==> src/rtl/request_arbiter_4.sv <==
// request_arbiter_4: synchronizes four async request lines, latches rising edges as sticky
// pending flags and offers one round-robin one-hot grant at a time over valid/ready.
module request_arbiter_4 #(
   parameter int SYNC_STAGES = 2
) (
   input  logic       clk,
   input  logic       reset_n,
   input  logic [3:0] req_in,
   output logic [3:0] grant,
   output logic       grant_valid,
   input  logic       grant_ready,
   output logic [3:0] pending
);
   typedef enum logic {IDLE, OFFER} state_t;
   state_t r_state, w_state_nx;
   logic [SYNC_STAGES-1:0][3:0] r_sync;
   logic [3:0] r_s_d, r_grant, r_pending, w_rise, w_grant_nx, w_pending_nx;
   logic [1:0] r_last, w_last_nx, w_idx, w_gidx;
   logic       w_hs;

   assign w_rise       = r_sync[SYNC_STAGES-1] & ~r_s_d;
   assign w_hs         = (r_state == OFFER) & grant_ready;
   assign w_gidx       = {r_grant[3] | r_grant[2], r_grant[3] | r_grant[1]};
   // a new rising edge on the retiring bit keeps it pending
   assign w_pending_nx = (r_pending & ~(w_hs ? r_grant : 4'b0)) | w_rise;
   assign grant        = r_grant;
   assign grant_valid  = (r_state == OFFER);
   assign pending      = r_pending;

   // scan from farthest to nearest so the first pending index after last wins
   always_comb begin
      w_idx = r_last + 2'd1;
      for (int k = 3; k >= 0; k--)
         if (r_pending[r_last + 2'(k + 1)]) w_idx = r_last + 2'(k + 1);
   end

   always_comb begin
      w_state_nx = r_state;
      w_grant_nx = r_grant;
      w_last_nx  = r_last;
      if (r_state == IDLE && |r_pending) begin
         w_state_nx = OFFER;
         w_grant_nx = 4'b0001 << w_idx;
      end else if (w_hs) begin
         w_state_nx = IDLE;
         w_grant_nx = 4'b0;
         w_last_nx  = w_gidx;
      end
   end

   always_ff @(posedge clk or negedge reset_n) begin
      if (!reset_n) begin
         r_sync    <= '0;
         r_s_d     <= 4'b0;
         r_pending <= 4'b0;
         r_grant   <= 4'b0;
         r_last    <= 2'd3;
         r_state   <= IDLE;
      end else begin
         r_sync    <= {r_sync[SYNC_STAGES-2:0], req_in};
         r_s_d     <= r_sync[SYNC_STAGES-1];
         r_pending <= w_pending_nx;
         r_grant   <= w_grant_nx;
         r_last    <= w_last_nx;
         r_state   <= w_state_nx;
      end
   end
endmodule

==> config.mk <==
export PLATFORM = sky130hd
export DESIGN_NAME = request_arbiter_4
export DESIGN_NICKNAME = d
export VERILOG_FILES = /design/src/rtl/request_arbiter_4.sv
export SDC_FILE = /design/constraint.sdc
export NUM_CORES = 1
export LEC_CHECK = 0
export CORE_UTILIZATION = 35
export CTS_CLUSTER_SIZE = 40
export DETAILED_ROUTE_END_ITERATION = 6
export HOLD_SLACK_MARGIN = 0.1
export PLACE_DENSITY = 0.6
export SYNTH_ARGS = -nofsm -noshare
export SYNTH_HDL_FRONTEND = slang
export SYNTH_SLANG_ARGS = --single-unit
==> constraint.sdc <==
create_clock -name clk -period 3.1 [get_ports clk]
set_clock_uncertainty 0.2 [all_clocks]
set_input_delay 0.31 -clock clk [delete_from_list [all_inputs] [get_ports clk]]
set_output_delay 0.31 -clock clk [all_outputs]
set_load 0.02 [all_outputs]
Word-level counts from Yosys, hierarchy flattened
Index checks and enable logic that the tools add are counted.
{"block": "totals", "elab_cells": 46, "input_bits": 7, "register_bits": 23, "out_inout_bits": 9}
{"block": "op_classes", "n_bitwise": 10, "n_shift": 1, "reduce_logical": 4, "n_lt_le_gt_ge": 4, "n_mux": 17, "n_addsub": 3}
{"op": "less-than comparator 2 x 3 -> 1 bit (second input constant)", "count": 4}
{"op": "2-to-1 mux 4 bit", "count": 3}
{"op": "AND 4 bit", "count": 2}
{"op": "binary-select mux 1 bit (select 2 bit)", "count": 4}
{"op": "2-to-1 mux 2 bit", "count": 4}
{"op": "NOT 4 bit", "count": 2}
{"op": "2-to-1 mux 1 bit", "count": 6}
{"op": "adder 2 bit (second input constant)", "count": 2}
{"op": "bitwise OR 4 bit", "count": 1}
{"op": "OR reduction 4 bit", "count": 1}
{"op": "<< shifter 1 x 2 -> 4 bit (first input constant)", "count": 1}
{"op": "adder 2 x 1 -> 2 bit (second input constant)", "count": 1}
{"op": "NOT 1 bit", "count": 2}
{"op": "bitwise OR 1 bit", "count": 2}
{"op": "AND reduction 2 bit", "count": 1}
{"op": "nonzero test 2 bit", "count": 1}
{"op": "AND 1 bit", "count": 1}
{"op": "logical AND 1 bit", "count": 1}

Logic depth before layout (Yosys ltp)
Gate-level depths: netlist (run 1).
{"block": "logic_depth", "depth_word": 8, "mapped_depth": 5}

Worst setup path after synthesis (run 1)
OpenSTA, ideal clock, no wires.
{"block": "synth_path", "path_type": "register to register", "startpoint": "register r_pending[1] (netlist: pending[1])", "endpoint": "register r_grant[3] (netlist: grant[3])", "t_required_ps": 2805, "path_slack_ps": 1418, "stages_incl_launch_ff": 6, "path_buffers": 1, "arrival_time_ps": 1387, "setup_time_ps": 95, "path_cell_list": "dfrtp_1 -> or4_4 -> nand2b_1 -> buf_6 -> nand3_1 -> o31ai_1"}
{"block": "synth_via", "elab_chain_len": 8}
{"element": "from (decl)", "line": "17", "text": "logic [3:0] r_s_d, r_grant, r_pending, w_rise, w_grant_nx, w_pending_nx;"}
{"element": "from (signal assigned)", "line": "62", "text": "r_pending <= w_pending_nx;"}
{"element": "binary-select mux 1 bit (select 2 bit)", "line": "34", "text": "if (r_pending[r_last + 2'(k + 1)]) w_idx = r_last + 2'(k + 1);"}
{"element": "2-to-1 mux 1 bit (implied by the code)", "line": "34"}
{"element": "2-to-1 mux 2 bit (4 in series)", "line": "34"}
{"element": "<< shifter 1 x 2 -> 4 bit", "line": "43", "text": "w_grant_nx = 4'b0001 << w_idx;"}
{"element": "2-to-1 mux 4 bit", "line": "41", "text": "if (r_state == IDLE && |r_pending) begin"}
{"element": "to (signal assigned)", "line": "63", "text": "r_grant <= w_grant_nx;"}
{"element": "to (decl)", "line": "17"}
Parallel ways exist; a longest one is shown, timed or not. The select of a mux whose other input is x is not followed.
A chain may end at the register's enable or synchronous reset.

Final worst setup path (run 1)
{"block": "layout_path", "startpoint": "register r_pending[2] (netlist: pending[2])", "endpoint": "output port pending[2]"}
{"element": "to (decl)", "line": "12", "text": "output logic [3:0] pending"}
No word-level cell between the ends.

==> results of run 1 <==
power by group:
group          switching [mW]  internal [mW]  total, mW  leakage [nW]
Clock                  0.0791         0.0480      0.127        0.0177
Combinational           0.168          0.167      0.335         0.189
Sequential             0.0824          0.366      0.449         0.263
Total                   0.329          0.581      0.910         0.469
flip-flops by register name, indices dropped and copies added (netlist names):
name         count
r_s_d            4
r_sync           8
grant_valid      1
grant            4
r_last           2
pending          4
kinds of logic after synthesis:
group                     share of synthesized area (%)
buffers and inverters                              3.91
AOI/OAI and AO/OA                                  15.2
xor gates and xnor gates                          0.979
DFF                                                64.6
and+or+nand+nor                                    15.2
area by class of cell:
| class | count | area (um2) | area share (%) |
|---|---|---|---|
| Inverter | 4 | 15.0 | 1.38 |
| Timing Repair Buffer | 15 | 150 | 13.8 |
| Multi-Input combinational cell | 46 | 282 | 25.9 |
| Clock inverter | 1 | 5.00 | 0.460 |
| Clock buffer | 3 | 22.5 | 2.07 |
| Sequential cell | 23 | 578 | 53.2 |
| Tap cell | 28 | 35.0 | 3.22 |
per-stage QoR:
step           total power, mW  hold WS [ps]  instances  setup WS, ps
2_1_floorplan            0.654          -186         76          1420
3_3_place_gp             0.789           132        116          1380
3_5_place_dp             0.792           136        116          1360
4_1_cts                  0.923           164        120          1130
5_1_grt                  0.980           172        120          1050
6_report                 0.910           160        120          1150
Yosys cell counts:
cell type	count	area, um2
nor2_1	2	7.51
a21oi_1	1	5.00
nand2_2	1	6.26
a221oi_1	1	8.76
o31ai_1	4	30.0
nand2b_1	3	18.8
and2b_1	1	7.51
o311ai_1	1	8.76
buf_6	1	11.3
clkbuf_2	1	5.00
a31oi_1	1	6.26
nor2b_1	1	6.26
inv_1	4	15.0
o21ai_0	6	30.0
xor2_1	1	8.76
or4_4	1	11.3
o21a_1	1	7.51
or3b_1	1	8.76
nand2_1	6	22.5
nand3_1	8	40.0
a221o_1	1	10.0
nand3b_1	1	7.51
clkbuf_1	1	3.75
dfstp_2	2	52.6
a21o_2	1	8.76
dfrtp_1	21	526
o21bai_1	2	15.0
o22ai_1	1	6.26
worst min path at each step:
stage | to | slack, ps | depth (start not counted)
after floorplan | grant[0]$_DFFE_PN0P_ | -190 | 0
after global placement | r_sync[6]$_DFF_PN0_ | 130 | 0
after detailed placement | r_sync[7]$_DFF_PN0_ | 140 | 0
after CTS | r_sync[5]$_DFF_PN0_ | 160 | 0
after global routing | r_sync[7]$_DFF_PN0_ | 170 | 0
final | r_sync[5]$_DFF_PN0_ | 160 | 0
layout by cell type (no fill, tap or decap), drive strengths merged, types with 2 or more instances in the layout:
cell type / Yosys / routed
o21bai: 2 / 2
nand3: 8 / 8
dfrtp: 21 / 21
nand2b: 3 / 3
clkdlybuf4s50: 0 / 15
inv: 4 / 4
nor2: 2 / 2
nand2: 7 / 7
dfstp: 2 / 2
o21ai: 6 / 6
clkbuf: 2 / 3
o31ai: 4 / 4
layer usage:
layer / vias up / global-route usage, % / wire length [um]
li1: 301 / - / -
met1: 298 / 15.4 / 618
met2: 15 / 21.9 / 743
met3: 2 / 1.74 / 57
met4: 0 / 5.26 / 9
met5: - / 0 / 0
==> flow_summary.ini, run 1 <==
[grt]
grt_pass1_wl_mm = 2.48
grt_pass1_vias = 571
grt_overflow_total = 0
antenna_found_initial = 0
grtUsageTotal_pct = 12.6
grt_max_degree = 24

[setup_path]
critPathRequiredTime_ps = 2590
path_buf_inv = 1
worstSetupStartpoint = pending[2]$_DFF_PN0_
reg2reg_from = pending[1]$_DFF_PN0_
worstPathCellList = clkdlybuf4s50_1
crit_arrival_ps = 1440
slowest_delay_ps = 650
critPathLaunchType = flop
reg2reg_to = grant[2]$_DFFE_PN0P_
critical_path.slowest_cell = clkdlybuf4s50_1
regToRegSetupSlack_ps = 1370
cp-end-kind = output pin
critPathCapture = pending[2]
cp.depth = 1
critPathKind = flop to output pin
critical_path.max_fanout = 8
crit_family = buffers and inverters
r2r_cells = 4

[floorplanning]
dieArea_um2 = 2760
ios = 16
die_y_um = 52.6
die_w_um = 52.6
initial_utilization_pct = 38.6
coreArea_um2 = 2320
row_count = 17

[clocking]
clk_pin_slew_ps = 120
cts_made_buffers = 3
worstSkewPairLatency_ps = 290
cts.sinks = 23
cts_tree = built
cts-root-buf = clkbuf_4
post_cts_buffers = 0
clk_path_buf_depth = 2
htree_levels = 1
cts.repair.resized = 0
hold_buffers = 0

[yosys]
ys_ff_latch = 23
netlist_instances = 76
syn_nets = 83
yosysSeqAreaShare_pct = 64.6
synth_area_um2 = 895
avgSynthCellArea_um2 = 11.8
synth_warnings = 0
ys_types = 28

[timing]
tns_ps = 0
max_freq_ghz = 0.513
drv_slew = 0
rsz0062_at_grt = false
min_period_ps = 1950
relSlewSlack_pct = 36.7
finalSetupViolCount = 0
worst_pin_slew_ps = 947
hold_viol = 0
fin_crit_sh_pct = 62.8

[finish]
antenna_cells = 0
num-nets-final = 100
final_util_pct = 46.9
drive_gt1_share_pct = 9.78
fillCellCount = 219
final_cell_area_um2 = 1090
areaGrowthSynthToFinish_pct = 21.5

[routing]
drt-initial-drc-count = 8
drcViolationCount = 0
firstDrtPassIters = 4
vias = 616
drt_wl_total_mm = 1.43
avgViaCountPerCell = 5.13
drt-wirelength-per-cell_um = 11.9
antenna_left = 0

[flow_run]
max_cap_violations = 0

[power_and_ir_drop]
vdd_drop_max_mv = 0.350
powerDensity_nw_per_um2 = 837
p_leak_nw = 0.469

[placement]
placed_cell_area_um2 = 1060
io_buffers = 15
gp_congestion = 0.816
dp_hpwl_mm = 1.08

[status]
status = completed

[worst_hold_path]
hp-start = r_sync[1]$_DFF_PN0_
hold_class = flop to flop
Note: power is estimated with default switching activity, not from simulation.
==> run 2: changes to the inputs <==
- PLACE_DENSITY: 0.6 -> 0.62
- clock period: 3.1 -> 1.7 ns (I/O delays scaled with it)
==> run 2 against run 1 <==
Net effect:
- utilization increased by 4.9 points
- die area unchanged
- critical endpoint is now grant[1]$_DFFE_PN0P_
- largest cell class unchanged
- via count is 12% higher
- first-iteration DRC count rose by 38%
- design area up 10%
- critical path depth grew 3
- sequential share of layout area down 4.8 points
- wire length is 22% higher
- sequential cell count unchanged
- worst setup slack worse by 1100 ps
- sequential power is 78% higher
- clock power is 110% higher
==> flow_summary.ini, run 2 (synthesis results as in run 1) <==
[setup_path]
r2r_cells = 4
critPathKind = flop to flop
critPathRequiredTime_ps = 1740
worstPathCellList = nand2b_1, a31oi_1, a221o_1, o31ai_2
critPathLaunchType = flop
cp-end-kind = flop
reg2reg_from = r_last[1]$_DFFE_PN1P_
regToRegSetupSlack_ps = 50
path_buf_inv = 0
slowest_delay_ps = 620
critical_path.slowest_cell = dfstp_2
crit_family = compound AO/OA/AOI/OAI gates
crit_arrival_ps = 1680
critical_path.max_fanout = 7
reg2reg_to = grant[1]$_DFFE_PN0P_

[grt]
antenna_found_initial = 0
met2_usage_pct = 25.1
grtUsageTotal_pct = 15.0
grt_most_used_layer = met2
grt_max_degree = 24
grt_use_met1_pct = 17.5
use_met3_pct = 5.51
grt_pass1_wl_mm = 2.94
grt_overflow_total = 0
grt_pass1_vias = 703

[routing]
vias = 687
drcViolationCount = 0
drt-wirelength-per-cell_um = 13.3
avgViaCountPerCell = 5.24
drt_wl_total_mm = 1.75
antenna_left = 0
drt-initial-drc-count = 11
firstDrtPassIters = 4

[finish]
mostFrequentLayoutCells = 19 x dfrtp_1, 8 x nand3_1, 8 x dlygate4sd2_1
top_register = r_sync
final_common_cell = dfrtp_1
num-nets-final = 111
areaGrowthSynthToFinish_pct = 34.1
largest_reg_flops = 8
drive_gt1_share_pct = 20.4
antenna_cells = 0

[flow_run]
max_cap_violations = 0

[timing]
min_period_ps = 1650
relSlewSlack_pct = 73.9
tns_ps = 0
rsz0062_at_grt = true
fin_crit_sh_pct = 96.9
finalSetupViolCount = 0
drv_slew = 0
hold_viol = 0
layout_setup_ws_ps = 53.1
worst_pin_slew_ps = 391
max_freq_ghz = 0.607

[floorplanning]
coreArea_um2 = 2320
dieArea_um2 = 2760
die_w_um = 52.6
row_count = 17
initial_utilization_pct = 38.6
die_y_um = 52.6
ios = 16

[worst_hold_path]
hold_class = flop to flop
worstHoldPathCells = 0
hp-start = r_sync[1]$_DFF_PN0_
hold_end = r_sync[5]$_DFF_PN0_

[power_and_ir_drop]
clkPwrFrac_pct = 14.8
p_leak_nw = 0.536
p_comb_share_pct = 39.9
vdd_drop_max_mv = 0.895
pwr-share-seq_pct = 45.3
p_switching_uw = 679
p_sw_share_pct = 38.4
powerDensity_nw_per_um2 = 1470
internal_power_mw = 1.09

[placement]
dp_hpwl_mm = 1.16
io_buffers = 15
gp_congestion = 0.861
place_ws_ps = 22.3

[clocking]
cts.sinks = 23
worstSkewPairLatency_ps = 320
clk_path_buf_depth = 2
cts-root-buf = clkbuf_4
cts_tree = built
cts_made_buffers = 3
clk_pin_slew_ps = 140
htree_levels = 1

[status]
status = completed
==> run 2: cell types whose count changed in the layout (fill, tap and decap cells not counted), moves of 5 or more <==
cell,change
clkdlybuf4s50_1,-9
dlygate4sd3_1,+5
dlygate4sd2_1,+8
buf_4,+6
==> run 2: how the worst max path moves through the flow <==
| stage | start | to | cells past startpoint |
|---|---|---|---|
| floorplan | pending[1]$_DFF_PN0_ | grant[3]$_DFFE_PN0P_ | 5 |
| global placement | r_last[0]$_DFFE_PN1P_ | grant[0]$_DFFE_PN0P_ | 4 |
| detailed placement | pending[3]$_DFF_PN0_ | grant[1]$_DFFE_PN0P_ | 4 |
| CTS | pending[3]$_DFF_PN0_ | grant[1]$_DFFE_PN0P_ | 4 |
| global route | r_last[1]$_DFFE_PN1P_ | grant[1]$_DFFE_PN0P_ | 4 |
| finish | r_last[1]$_DFFE_PN1P_ | grant[1]$_DFFE_PN0P_ | 4 |
==> run 2: layer usage <==
| layer | vias to the layer above | share of wire, % |
|---|---|---|
| li1 | 324 | - |
| met1 | 340 | 44 |
| met2 | 19 | 51 |
| met3 | 4 | 4.4 |
| met4 | 0 | 1.2 |
| met5 | - | 0 |
==> run 2: power by group through the flow <==
stage / sequential [mW] / clock [mW] / combinational (mW)
after global placement: 0.807 / 0 / 0.653
after detailed placement: 0.813 / 0 / 0.658
after floorplan: 0.861 / 0 / 0.331
final: 0.800 / 0.261 / 0.706
after CTS: 0.795 / 0.268 / 0.661
after global routing: 0.821 / 0.288 / 0.774
==> run 2: stage by stage <==
stage	utilization [%]	cell area (um2)	cells	power [mW]	hold WS (ps)
detailed placement	47.0	1090	120	1.47	137
floorplan	-	895	76	1.19	-326
global placement	47.0	1090	120	1.46	135
CTS	50.7	1180	131	1.72	172
global route	51.8	1200	131	1.88	184
finish	51.8	1200	131	1.77	168
==> run 2: final cells by class <==
cell class | count | area (um2)
clock buffers | 3 | 22.5
clock inverters | 1 | 7.51
fillers | 215 | 1120
inverters | 4 | 15.0
multi-input cells | 46 | 302
flip-flops and latches | 23 | 581
well taps | 28 | 35.0
repair buffers | 26 | 238
==> run 2: what timing repair did <==
item                                    4_1_cts  5_1_grt
hold endpoints to repair                     25        0
pin swaps                                     0        2
endpoints found under the setup margin       11        5
resized for setup                             9        6
buffers inserted                              2        0
hold buffers                                  5        0
==> run 3: changes to the inputs <==
- DONT_BUFFER_PORTS: default -> 1
- PLACE_DENSITY: 0.62 -> 0.54
==> run 3 against run 2 <==
Net effect:
- largest cell class unchanged
- non-clock buffer count down 13
- die area unchanged
- hold slack worse by 3.6 ps
- worst setup slack worse by 63 ps
- utilization down 4.8 points
- maximum frequency down 3.7%
- the flow now finishes with violations (setup timing)
- clock power down 6%
- sequential share of layout area up 4.9 points
- cell count down 9.9%
- register-to-register slack worse by 60 ps
- power down 3.1%
- via count down 11%
- largest power group unchanged
==> flow_summary.ini, run 3 (synthesis results as in run 1) <==
[power_and_ir_drop]
internal_power_mw = 1.04
pwr-share-seq_pct = 49.8
p_leak_nw = 0.484
vdd_drop_max_mv = 0.913
p_sw_share_pct = 39.5
p_switching_uw = 676
powerDensity_nw_per_um2 = 1570
clkPwrFrac_pct = 14.4
p_comb_share_pct = 35.8

[clocking]
clk_path_buf_depth = 2
cts.sinks = 23
cts-root-buf = clkbuf_4
worstSkewPairLatency_ps = 310
cts_tree = built
clk_pin_slew_ps = 130
htree_levels = 1
cts_made_buffers = 3

[timing]
rsz0062_at_grt = true
finalSetupViolCount = 1
hold_viol = 0
worst_pin_slew_ps = 969
min_period_ps = 1710
max_freq_ghz = 0.585
relSlewSlack_pct = 35.2
drv_slew = 0
layout_setup_ws_ps = -9.99
fin_crit_sh_pct = 101

[status]
violations = setup timing
status = complete, but fails checks

[finish]
drive_gt1_share_pct = 27.8
num-nets-final = 98
largest_reg_flops = 8
final_util_pct = 47.0
areaGrowthSynthToFinish_pct = 21.7
final_common_cell = dfrtp_1
antenna_cells = 0
top_register = r_sync
fin_cells = 118
final_cell_area_um2 = 1090
fillCellCount = 218
mostFrequentLayoutCells = 19 x dfrtp_1, 8 x nand3_1

[floorplanning]
ios = 16
row_count = 17
die_w_um = 52.6
dieArea_um2 = 2760
die_y_um = 52.6
initial_utilization_pct = 38.6
coreArea_um2 = 2320

[routing]
avgViaCountPerCell = 5.19
firstDrtPassIters = 4
drt-wirelength-per-cell_um = 14.1
drt-initial-drc-count = 6
vias = 612
drt_wl_total_mm = 1.66
antenna_left = 0
drcViolationCount = 0

[worst_hold_path]
hp-start = r_sync[1]$_DFF_PN0_
hold_end = r_sync[5]$_DFF_PN0_
hold_class = flop to flop
worstHoldPathCells = 0

[setup_path]
critPathRequiredTime_ps = 1710
regToRegSetupSlack_ps = -10
reg2reg_to = grant[1]$_DFFE_PN0P_
critPathLaunchType = flop
worstSetupStartpoint = r_last[1]$_DFFE_PN1P_
cp-end-kind = flop
r2r_cells = 4
critical_path.max_fanout = 7
critPathKind = flop to flop
reg2reg_from = r_last[1]$_DFFE_PN1P_
crit_arrival_ps = 1720

[placement]
gp_congestion = 0.779
dp_hpwl_mm = 1.10
placed_cell_area_um2 = 947
place_ws_ps = -19.9
io_buffers = 0
place_inst = 106

[grt]
grt_max_degree = 24
antenna_found_initial = 0
grt_pass1_vias = 624
grt_pass1_wl_mm = 2.74
grtUsageTotal_pct = 14.3
grt_overflow_total = 0

[flow_run]
max_cap_violations = 0
==> run 3: layout make-up <==
cell class | instances | area [um2] | area share, %
clock buffers | 3 | 22.5 | 2.07
well taps | 28 | 35.0 | 3.22
clock inverters | 1 | 5.00 | 0.460
inverters | 4 | 15.0 | 1.38
repair buffers | 13 | 110 | 10.1
multi-input cells | 46 | 320 | 29.4
flip-flops and latches | 23 | 581 | 53.3
==> run 3: per-layer routing <==
metal / share of wire [%] / GRT usage [%]
met1: 45 / 17.2
met2: 49 / 23.4
met3: 4.5 / 3.48
met4: 0.96 / 7.89
met5: 0 / 0
==> run 3: worst max-delay path: stages, from the launching register on <==
cell	delay [ps]
dfstp_2	620
nand2b_1	130
a31oi_1	100
a221o_1	320
o31ai_2	240
==> run 3: power groups by stage <==
stage	combinational (mW)	sequential [mW]	clock, mW
2_1_floorplan	0.331	0.861	0
3_3_place_gp	0.468	0.865	0
3_5_place_dp	0.478	0.866	0
4_1_cts	0.514	0.858	0.258
5_1_grt	0.676	0.871	0.281
6_report	0.613	0.853	0.246
==> run 3: stage by stage <==
stage	power (mW)	TNS [ps]	hold slack [ps]
6_report	1.71	-9.99	165
5_1_grt	1.83	-146	178
4_1_cts	1.63	0	166
3_5_place_dp	1.34	-33.1	-325
3_3_place_gp	1.33	-37.1	-325
2_1_floorplan	1.19	0	-326
==> run 3: worst max path at each step <==
stage | end | slack, ps
6_report | grant[1]$_DFFE_PN0P_ | -10
2_1_floorplan | grant[3]$_DFFE_PN0P_ | 20
5_1_grt | grant[0]$_DFFE_PN0P_ | -70
4_1_cts | grant[1]$_DFFE_PN0P_ | 0.8
3_3_place_gp | grant[0]$_DFFE_PN0P_ | -40
3_5_place_dp | grant[0]$_DFFE_PN0P_ | -20
==> run 3: repair_timing <==
action,CTS,global route
setup endpoints to repair,4,4
hold endpoints to repair,38,0
setup buffers,0,2
hold buffers,6,0
gates resized for setup,3,7
pin swaps,1,0
cloned,0,0
